--- src/rtl/id_ex_stage.sv ---
// ---------------------------------------------------------------------------
// id_ex_stage -- ID/EX pipeline register of the five-stage RISC-V core.
//
// Captures decoded operands and control from ID and presents them to EX. Also
// owns RAW hazard detection (stall_o back to IF/ID), bubble insertion and
// branch flush.
//
// Build option:
//   ID_EX_FORWARD_EN  defined   -> EX operands are resolved from the MEM and
//                                  WB producers; only load-use hazards stall.
//                     undefined -> opA_o/opB_o are the registered read data
//                                  and every EX/MEM RAW hazard stalls.
//
// Ports:
//   clk_i, rst_i               clock (rising edge), async active-high reset
//   valid_i                    ID holds a real instruction
//   pc_i, imm_i                PC and sign-extended immediate
//   rs1addr_i/rs2addr_i/rdaddr_i, use_rs1_i/use_rs2_i  register numbers/use
//   RS1data_i, RS2data_i       register-file read data
//   RegWrite_i..ALUSrc_i, ALUOp_i  decoded control
//   flush_i                    kill the instruction in ID (taken branch)
//   exmem_*_i, memwb_*_i       MEM- and WB-stage producers
//   stall_o                    hold PC and IF/ID this cycle (combinational)
//   valid_o, pc_o, imm_o, *addr_o, control _o   registered copies
//   opA_o, opB_o               EX operands (combinational)
//
// Handshake: valid_i qualifies the ID instruction. stall_o=1 means this
// stage refuses it this cycle: IF/ID must hold the same instruction and a
// bubble (valid_o=0) enters EX. flush_i overrides stall_o and also loads a
// bubble, discarding the ID instruction.
// ---------------------------------------------------------------------------
`ifndef REG_LEN
`define REG_LEN 32
`endif
`ifndef REG_NUM_BITS
`define REG_NUM_BITS 5
`endif

module id_ex_stage (
    input  logic                     clk_i,
    input  logic                     rst_i,
    input  logic                     valid_i,
    input  logic [`REG_LEN-1:0]      pc_i,
    input  logic [`REG_LEN-1:0]      imm_i,
    input  logic [`REG_NUM_BITS-1:0] rs1addr_i,
    input  logic [`REG_NUM_BITS-1:0] rs2addr_i,
    input  logic [`REG_NUM_BITS-1:0] rdaddr_i,
    input  logic                     use_rs1_i,
    input  logic                     use_rs2_i,
    input  logic [`REG_LEN-1:0]      RS1data_i,
    input  logic [`REG_LEN-1:0]      RS2data_i,
    input  logic                     RegWrite_i,
    input  logic                     MemRead_i,
    input  logic                     MemWrite_i,
    input  logic                     MemtoReg_i,
    input  logic                     ALUSrc_i,
    input  logic [3:0]               ALUOp_i,
    input  logic                     flush_i,
    input  logic [`REG_NUM_BITS-1:0] exmem_rd_i,
    input  logic                     exmem_RegWrite_i,
    input  logic [`REG_LEN-1:0]      exmem_data_i,
    input  logic [`REG_NUM_BITS-1:0] memwb_rd_i,
    input  logic                     memwb_RegWrite_i,
    input  logic [`REG_LEN-1:0]      memwb_data_i,
    output logic                     stall_o,
    output logic                     valid_o,
    output logic [`REG_LEN-1:0]      pc_o,
    output logic [`REG_LEN-1:0]      imm_o,
    output logic [`REG_NUM_BITS-1:0] rs1addr_o,
    output logic [`REG_NUM_BITS-1:0] rs2addr_o,
    output logic [`REG_NUM_BITS-1:0] rdaddr_o,
    output logic                     RegWrite_o,
    output logic                     MemRead_o,
    output logic                     MemWrite_o,
    output logic                     MemtoReg_o,
    output logic                     ALUSrc_o,
    output logic [3:0]               ALUOp_o,
    output logic [`REG_LEN-1:0]      opA_o,
    output logic [`REG_LEN-1:0]      opB_o
);

    // Pipeline register state
    logic                     valid_q,    valid_d;
    logic [`REG_LEN-1:0]      pc_q,       pc_d;
    logic [`REG_LEN-1:0]      imm_q,      imm_d;
    logic [`REG_NUM_BITS-1:0] rs1addr_q,  rs1addr_d;
    logic [`REG_NUM_BITS-1:0] rs2addr_q,  rs2addr_d;
    logic [`REG_NUM_BITS-1:0] rdaddr_q,   rdaddr_d;
    logic                     regwrite_q, regwrite_d;
    logic                     memread_q,  memread_d;
    logic                     memwrite_q, memwrite_d;
    logic                     memtoreg_q, memtoreg_d;
    logic                     alusrc_q,   alusrc_d;
    logic [3:0]               aluop_q,    aluop_d;
    logic [`REG_LEN-1:0]      rs1data_q,  rs1data_d;
    logic [`REG_LEN-1:0]      rs2data_q,  rs2data_d;

    logic ex_hit;
    logic hazard_cond;
    logic stall;

    // ID reads the register written by the instruction currently in EX.
    assign ex_hit = valid_i && regwrite_q && (rdaddr_q != '0) &&
                    ((use_rs1_i && (rs1addr_i == rdaddr_q)) ||
                     (use_rs2_i && (rs2addr_i == rdaddr_q)));

`ifdef ID_EX_FORWARD_EN
    // Only a load in EX cannot be forwarded in time: its data appears in MEM.
    assign hazard_cond = ex_hit && memread_q;

    always_comb begin
        opA_o = rs1data_q;
        if (exmem_RegWrite_i && (exmem_rd_i != '0) && (exmem_rd_i == rs1addr_q))
            opA_o = exmem_data_i;
        else if (memwb_RegWrite_i && (memwb_rd_i != '0) && (memwb_rd_i == rs1addr_q))
            opA_o = memwb_data_i;
    end

    always_comb begin
        opB_o = rs2data_q;
        if (exmem_RegWrite_i && (exmem_rd_i != '0) && (exmem_rd_i == rs2addr_q))
            opB_o = exmem_data_i;
        else if (memwb_RegWrite_i && (memwb_rd_i != '0) && (memwb_rd_i == rs2addr_q))
            opB_o = memwb_data_i;
    end
`else
    logic mem_hit;
    logic unused_fwd_inputs;

    // Producer in MEM: its result reaches the register file one cycle later,
    // after which the write-through read is correct.
    assign mem_hit = valid_i && exmem_RegWrite_i && (exmem_rd_i != '0) &&
                     ((use_rs1_i && (rs1addr_i == exmem_rd_i)) ||
                      (use_rs2_i && (rs2addr_i == exmem_rd_i)));

    assign hazard_cond = (ex_hit && valid_q) || mem_hit;

    assign opA_o = rs1data_q;
    assign opB_o = rs2data_q;

    assign unused_fwd_inputs = ^{exmem_data_i, memwb_data_i, memwb_rd_i, memwb_RegWrite_i};
`endif

    // Reset forces stall low so IF/ID never sees a stall from stale inputs.
    assign stall   = hazard_cond && !flush_i && !rst_i;
    assign stall_o = stall;

    always_comb begin
        // Bubble by default: everything zero.
        valid_d    = 1'b0;
        pc_d       = '0;
        imm_d      = '0;
        rs1addr_d  = '0;
        rs2addr_d  = '0;
        rdaddr_d   = '0;
        regwrite_d = 1'b0;
        memread_d  = 1'b0;
        memwrite_d = 1'b0;
        memtoreg_d = 1'b0;
        alusrc_d   = 1'b0;
        aluop_d    = '0;
        rs1data_d  = '0;
        rs2data_d  = '0;
        if (!(flush_i || stall)) begin
            valid_d    = valid_i;
            pc_d       = pc_i;
            imm_d      = imm_i;
            rs1addr_d  = rs1addr_i;
            rs2addr_d  = rs2addr_i;
            rdaddr_d   = rdaddr_i;
            regwrite_d = RegWrite_i && valid_i;
            memread_d  = MemRead_i  && valid_i;
            memwrite_d = MemWrite_i && valid_i;
            memtoreg_d = MemtoReg_i && valid_i;
            alusrc_d   = ALUSrc_i   && valid_i;
            aluop_d    = ALUOp_i & {4{valid_i}};
            rs1data_d  = RS1data_i;
            rs2data_d  = RS2data_i;
        end
    end

    always_ff @(posedge clk_i or posedge rst_i) begin
        if (rst_i) begin
            valid_q    <= 1'b0;
            pc_q       <= '0;
            imm_q      <= '0;
            rs1addr_q  <= '0;
            rs2addr_q  <= '0;
            rdaddr_q   <= '0;
            regwrite_q <= 1'b0;
            memread_q  <= 1'b0;
            memwrite_q <= 1'b0;
            memtoreg_q <= 1'b0;
            alusrc_q   <= 1'b0;
            aluop_q    <= '0;
            rs1data_q  <= '0;
            rs2data_q  <= '0;
        end else begin
            valid_q    <= valid_d;
            pc_q       <= pc_d;
            imm_q      <= imm_d;
            rs1addr_q  <= rs1addr_d;
            rs2addr_q  <= rs2addr_d;
            rdaddr_q   <= rdaddr_d;
            regwrite_q <= regwrite_d;
            memread_q  <= memread_d;
            memwrite_q <= memwrite_d;
            memtoreg_q <= memtoreg_d;
            alusrc_q   <= alusrc_d;
            aluop_q    <= aluop_d;
            rs1data_q  <= rs1data_d;
            rs2data_q  <= rs2data_d;
        end
    end

    assign valid_o    = valid_q;
    assign pc_o       = pc_q;
    assign imm_o      = imm_q;
    assign rs1addr_o  = rs1addr_q;
    assign rs2addr_o  = rs2addr_q;
    assign rdaddr_o   = rdaddr_q;
    assign RegWrite_o = regwrite_q;
    assign MemRead_o  = memread_q;
    assign MemWrite_o = memwrite_q;
    assign MemtoReg_o = memtoreg_q;
    assign ALUSrc_o   = alusrc_q;
    assign ALUOp_o    = aluop_q;

endmodule

--- config.mk ---
export PLATFORM = sky130hd
export DESIGN_NAME = id_ex_stage
export DESIGN_NICKNAME = d
export VERILOG_FILES = /design/src/rtl/id_ex_stage.sv
export SDC_FILE = /design/constraint.sdc
export NUM_CORES = 1
export LEC_CHECK = 0
export BUFFER_PORTS_ARGS = -buffer_cell sky130_fd_sc_hd__buf_2
export CAP_MARGIN = 15
export CORE_AREA = 2 2 153 155
export CTS_CLUSTER_SIZE = 24
export DETAILED_ROUTE_END_ITERATION = 8
export DIE_AREA = 0 0 155 157
export MAX_ROUTING_LAYER = met4
export PLACE_DENSITY = 0.58
export SYNTH_ARGS = -nofsm -noshare
export SYNTH_HDL_FRONTEND = slang
export SYNTH_SLANG_ARGS = --single-unit
--- constraint.sdc ---
create_clock -name clk_i -period 5.8 [get_ports clk_i]
set_clock_uncertainty 0.05 [all_clocks]
set_input_delay 0 -clock clk_i [delete_from_list [all_inputs] [get_ports clk_i]]
set_output_delay 0 -clock clk_i [all_outputs]
set_load 0.1 [all_outputs]
After elaboration in Yosys (flattened, before gate mapping)
Index checks and enable logic that the tools add are counted.

word-level totals
  word-level logic and storage cells = 59
  output and inout port bits = 154
  input port bits = 234
  flip-flop bits (word level) = 153

cells by class
  bitwise operators = 1
  reductions and logical operators = 26
  mux-type cells = 14
  eq/ne operators = 4

operators by type and width
  kind                number
  32-bit two-way mux  4
  5-bit == test       4
  1-bit logical AND   18
  5-bit two-way mux   3
  5-bit nonzero test  2
  1-bit two-way mux   6
  4-bit AND           1
  1-bit logical OR    4
  4-bit two-way mux   1
  1-bit zero test     2

Logic depth before layout (Yosys ltp)
  word-level depth = 10
  gate-level depth with buffers = 7

Least setup slack after synthesis
No wires, ideal clock.

  path kind = reg2out
  start = reg rdaddr_q[0] (netlist: rdaddr_o[0])
  end = out stall_o
  arrival = 3.121 ns
  setup slack = 2.629 ns
  required time = 5.750 ns
  cell stages (with the launch flop) = 7
  cells stage by stage = dfrtp_1 xnor2_1 nand4_1 o22ai_1 a22oi_1 clkbuf_1 nor2_1

on the way
  cells in the longest elaborated chain, start to end = 8

ends and longest elaborated chain
  element                               line      source
  start: declaration                    88        logic [`REG_NUM_BITS-1:0] rdaddr_q, rdaddr_d;
  start signal: assignment              204       rdaddr_q <= rdaddr_d;
  5-bit == test (on tied branches)      104, 105
  1-bit logical AND (on tied branches)  104, 105
  1-bit logical OR                      104       ((use_rs1_i && (rs1addr_i == rdaddr_q)) ||
  1-bit logical AND (*)                 103       assign ex_hit = valid_i && regwrite_q && (rdaddr_q != '0) &&
  1-bit logical AND (*)                 136       assign hazard_cond = (ex_hit && valid_q) || mem_hit;
  1-bit logical OR (*)                  136
  1-bit logical AND (*) (2 in series)   145       assign stall = hazard_cond && !flush_i && !rst_i;
  end: declaration                      65        output logic stall_o,

Every way passes the cells marked *; elsewhere a longest branch is shown, timed or not.

Worst setup path in the final report
  start = reg rdaddr_q[3] (netlist: rdaddr_o[3])
  end = reg rs1data_q[17] (netlist: opA_o[17])

on the way
  cells in the longest elaborated chain, start to end = 10

ends and longest elaborated chain
  element                               line      source
  5-bit == test (on tied branches)      104, 105
  1-bit logical AND (on tied branches)  104, 105
  1-bit logical OR                      104
  1-bit logical AND (*)                 103
  1-bit logical AND (*)                 136
  1-bit logical OR (*)                  136
  1-bit logical AND (*) (2 in series)   145
  1-bit logical OR (*)                  164       if (!(flush_i || stall)) begin
  32-bit two-way mux (*)                164
  net rs1data_d[17]                     95        logic [`REG_LEN-1:0] rs1data_q, rs1data_d;
  end signal: assignment                211       rs1data_q <= rs1data_d;
  end: declaration                      95

The timed path passes the listed nets; every way through them passes the cells marked *.

==> impl_metrics.yaml <==
run_status:
  outcome: "completed"
clock_network:
  clock-root-buffer: "sky130_fd_sc_hd__clkbuf_16"
  cts_tree: "built"
  cts_sinks: 153
  cts_repair_resize_count: 0
  cts_made_buffers: 17
  clkLatencyLatePin_ns: 0.41
  h_tree_levels: 4
  cts.reportedPaths.clkPinSlew_ns: 0.06
  max-clock-path-buffers: 2
  post_cts_buffers: 0
placed_design:
  detailed_place_hpwl_um: 10100
  place.port_buffers: 317
  gp_routability_congestion: 0.844
critical_path:
  critical_path_peak_fanout: 136
  crit-reg2reg-launch: "rdaddr_o[3]"
  reg2reg_depth: 6
  timing.critical_path.from_type: "flip-flop"
  worst_r2r_endpoint: "opA_o[17]"
  crit_arrival_ns: 2.97
  crit_path_end_kind: "flip-flop"
  critPathKind: "flip-flop to flip-flop"
  crit_path_start: "rdaddr_o[3]"
  cp.required_ns: 6.10
  reg_to_reg_setup_timing_slack_ns: 3.13
drt:
  drc: 0
  wl_per_cell_um: 14.3
  drt-total-wl_um: 16400
  vias: 4438
  vias_per_cell: 3.86
  drt_iter0_drc: 224
  drt_pre_antenna_iters: 4
  final_antenna_net_count: 0
sta:
  period_minus_slack_ns: 2.67
  worst_pin_slew_ns: 1.07
  final-max-slew-violation-count: 0
  final-setup-viol-count: 0
  rsz0062_at_grt: "no"
  report.final.hold_viol_count: 0
  fmax_ghz: 0.375
  post-route-period-util_pct: 46.0
  max-slew-margin-rel_pct: 28.7
  setup_total_negative_slack_ns: 0
logic_synthesis:
  seq_area_frac_synth_pct: 73.3
  yosys_warnings: 0
  yosysUniqueCellTypes: 17
  syn-instance-count: 366
  synth.ff_latch_count: 153
  syn-cell-area_um2: 5220
  synthesis.nets: 600
  syn_area_per_cell_um2: 14.3
floorplan:
  initial_core_util_pct: 23.2
  ioPinCount: 388
  floorplan.core_area_um2: 22500
  die-width_um: 155
  design.die.area_um2: 24300
  die_span_y_um: 157
  placementRows: 55
global_route:
  grt_pass1_vias: 4788
  global_route_wire_length_before_repair_um: 25100
  grt_remaining_overflow: 0
  grt_antenna_before_repair: 1
  grt_max_degree: 137
  grt_usage_pct: 13.9
final_layout:
  drive_above_1_share_pct: 40.8
  areaGrowthSynthToFinish_pct: 77.9
  nets: 1085
  fillers: 2108
worst_hold_path:
  holdPathEnd: "valid_o"
  min_delay_path_depth: 3
  worst_hold_startpoint: "valid_i"
  min_path_type: "input port to flip-flop"
job:
  cap_viol_max_count: 0
pwr:
  post-layout-total-power_mw: 2.97
  vdd_ir_drop_max_mv: 0.160
  cellLeakagePower_nw: 4.86
  powerDensity_nw_per_um2: 320
## kinds of logic (layout without fill, tap and decap cells)
kind of cell	count (synthesis)	after routing	share of synthesized area, %
buf+inv	17	514	2.37
flops	153	153	73.3
other cells	0	1	0
simple gates	170	170	19.9
xor+xnor	20	20	3.35
compound gates	6	6	1.08
## cells in the mapped netlist
| master | number | area share [%] |
|---|---|---|
| sky130_fd_sc_hd__buf_6 | 8 | 1.7 |
| sky130_fd_sc_hd__and3_1 | 9 | 1.1 |
| sky130_fd_sc_hd__inv_1 | 1 | 0.072 |
| sky130_fd_sc_hd__nor3_1 | 2 | 0.19 |
| sky130_fd_sc_hd__a22oi_1 | 1 | 0.14 |
| sky130_fd_sc_hd__dfrtp_1 | 153 | 73 |
| sky130_fd_sc_hd__and2_1 | 144 | 17 |
| sky130_fd_sc_hd__nand3_1 | 1 | 0.096 |
| sky130_fd_sc_hd__clkbuf_1 | 8 | 0.57 |
| sky130_fd_sc_hd__a21oi_1 | 2 | 0.19 |
| sky130_fd_sc_hd__nor2_1 | 3 | 0.22 |
| sky130_fd_sc_hd__nor2b_1 | 2 | 0.24 |
| sky130_fd_sc_hd__nand2_1 | 5 | 0.36 |
| sky130_fd_sc_hd__o22ai_1 | 2 | 0.24 |
| sky130_fd_sc_hd__a221oi_4 | 1 | 0.50 |
| sky130_fd_sc_hd__xnor2_1 | 20 | 3.4 |
| sky130_fd_sc_hd__nand4_1 | 4 | 0.48 |
## repair_timing
item,in CTS,in global routing
setup endpoints to repair,0,0
hold buffers,163,0
hold endpoints to repair,240,0
## cell usage in the layout, fill, tap and decap left out, drive strengths merged
cell type      n
nand4          4
a221oi         1
inv            4
and2         144
nor2b          2
dfrtp        153
nor3           2
nand3          1
clkinvlp       3
dlygate4sd3  163
nor2           3
xnor2         20
a22oi          1
clkbuf        19
bufinv         2
nand2          5
a21oi          2
and3           9
o22ai          2
clkinv         4
buf          319
diode          1
## routing by layer
| layer | global-route usage [%] | vias to the layer above | share of wire (%) |
|---|---|---|---|
| li1 | - | 2102 | - |
| met1 | 17.0 | 2061 | 44 |
| met2 | 21.5 | 245 | 45 |
| met3 | 3.96 | 30 | 8.1 |
| met4 | 5.73 | 0 | 2.3 |
| met5 | - | - | 0 |
## how the worst max path moves through the flow
stage | endpoint | slack (ns) | cells after the start
2_1_floorplan | ALUOp_o[0] | 1.63 | 1
3_3_place_gp | pc_o[4] | 3.15 | 6
3_5_place_dp | pc_o[4] | 3.06 | 6
4_1_cts | pc_o[4] | 3.05 | 6
5_1_grt | opB_o[5] | 2.88 | 5
6_report | opA_o[17] | 3.13 | 6
## report_power, final
part           leakage, nW  total [mW]  switching, mW  internal (mW)
sequential            1.98        1.14         0.0170           1.12
combinational         2.60       0.719          0.534          0.185
clock                0.282        1.11          0.454          0.659
total                 4.86        2.97           1.01           1.97
## registers in the layout, indices dropped and copies added (netlist names)
| name | flops |
|---|---|
| MemRead_o | 1 |
| rs2addr_o | 5 |
| opA_o | 32 |
| pc_o | 32 |
| rs1addr_o | 5 |
| ALUOp_o | 4 |
| imm_o | 32 |
| valid_o | 1 |
| ALUSrc_o | 1 |
| rdaddr_o | 5 |
| RegWrite_o | 1 |
| MemWrite_o | 1 |
| opB_o | 32 |
| MemtoReg_o | 1 |
## through the flow
step	instance area, µm²	std cells	hold WS [ns]	worst slack (ns)	utilization, %
after floorplan	5220	366	0.0786	1.63	-
after global placement	7070	954	0.156	3.15	31.4
after detailed placement	7070	954	0.158	3.06	31.4
after CTS	9290	1148	0.0357	3.05	41.3
after global routing	9290	1149	0.0793	2.88	41.3
final	9290	1149	0.0830	3.13	41.3
## final cells by class
class,instances,area (µm²),share of cell area [%]
Clock inverter,12,140,1.51
Inverter,1,8.76,0.0942
Clock buffer,19,453,4.87
Timing Repair Buffer,482,3230,34.8
Sequential cell,153,3830,41.2
Tap cell,285,357,3.84
Antenna cell,1,2.50,0.0269
Multi-Input combinational cell,196,1270,13.7
## worst max-delay path: stages, from the launching register on
cell                       delay [ns]
sky130_fd_sc_hd__dfrtp_1         0.44
sky130_fd_sc_hd__xnor2_1         0.16
sky130_fd_sc_hd__nand4_1         0.10
sky130_fd_sc_hd__o22ai_1         0.16
sky130_fd_sc_hd__a221oi_4        0.47
sky130_fd_sc_hd__buf_4           0.87
sky130_fd_sc_hd__and2_1          0.27
Note: power is estimated with default switching activity, not from simulation.
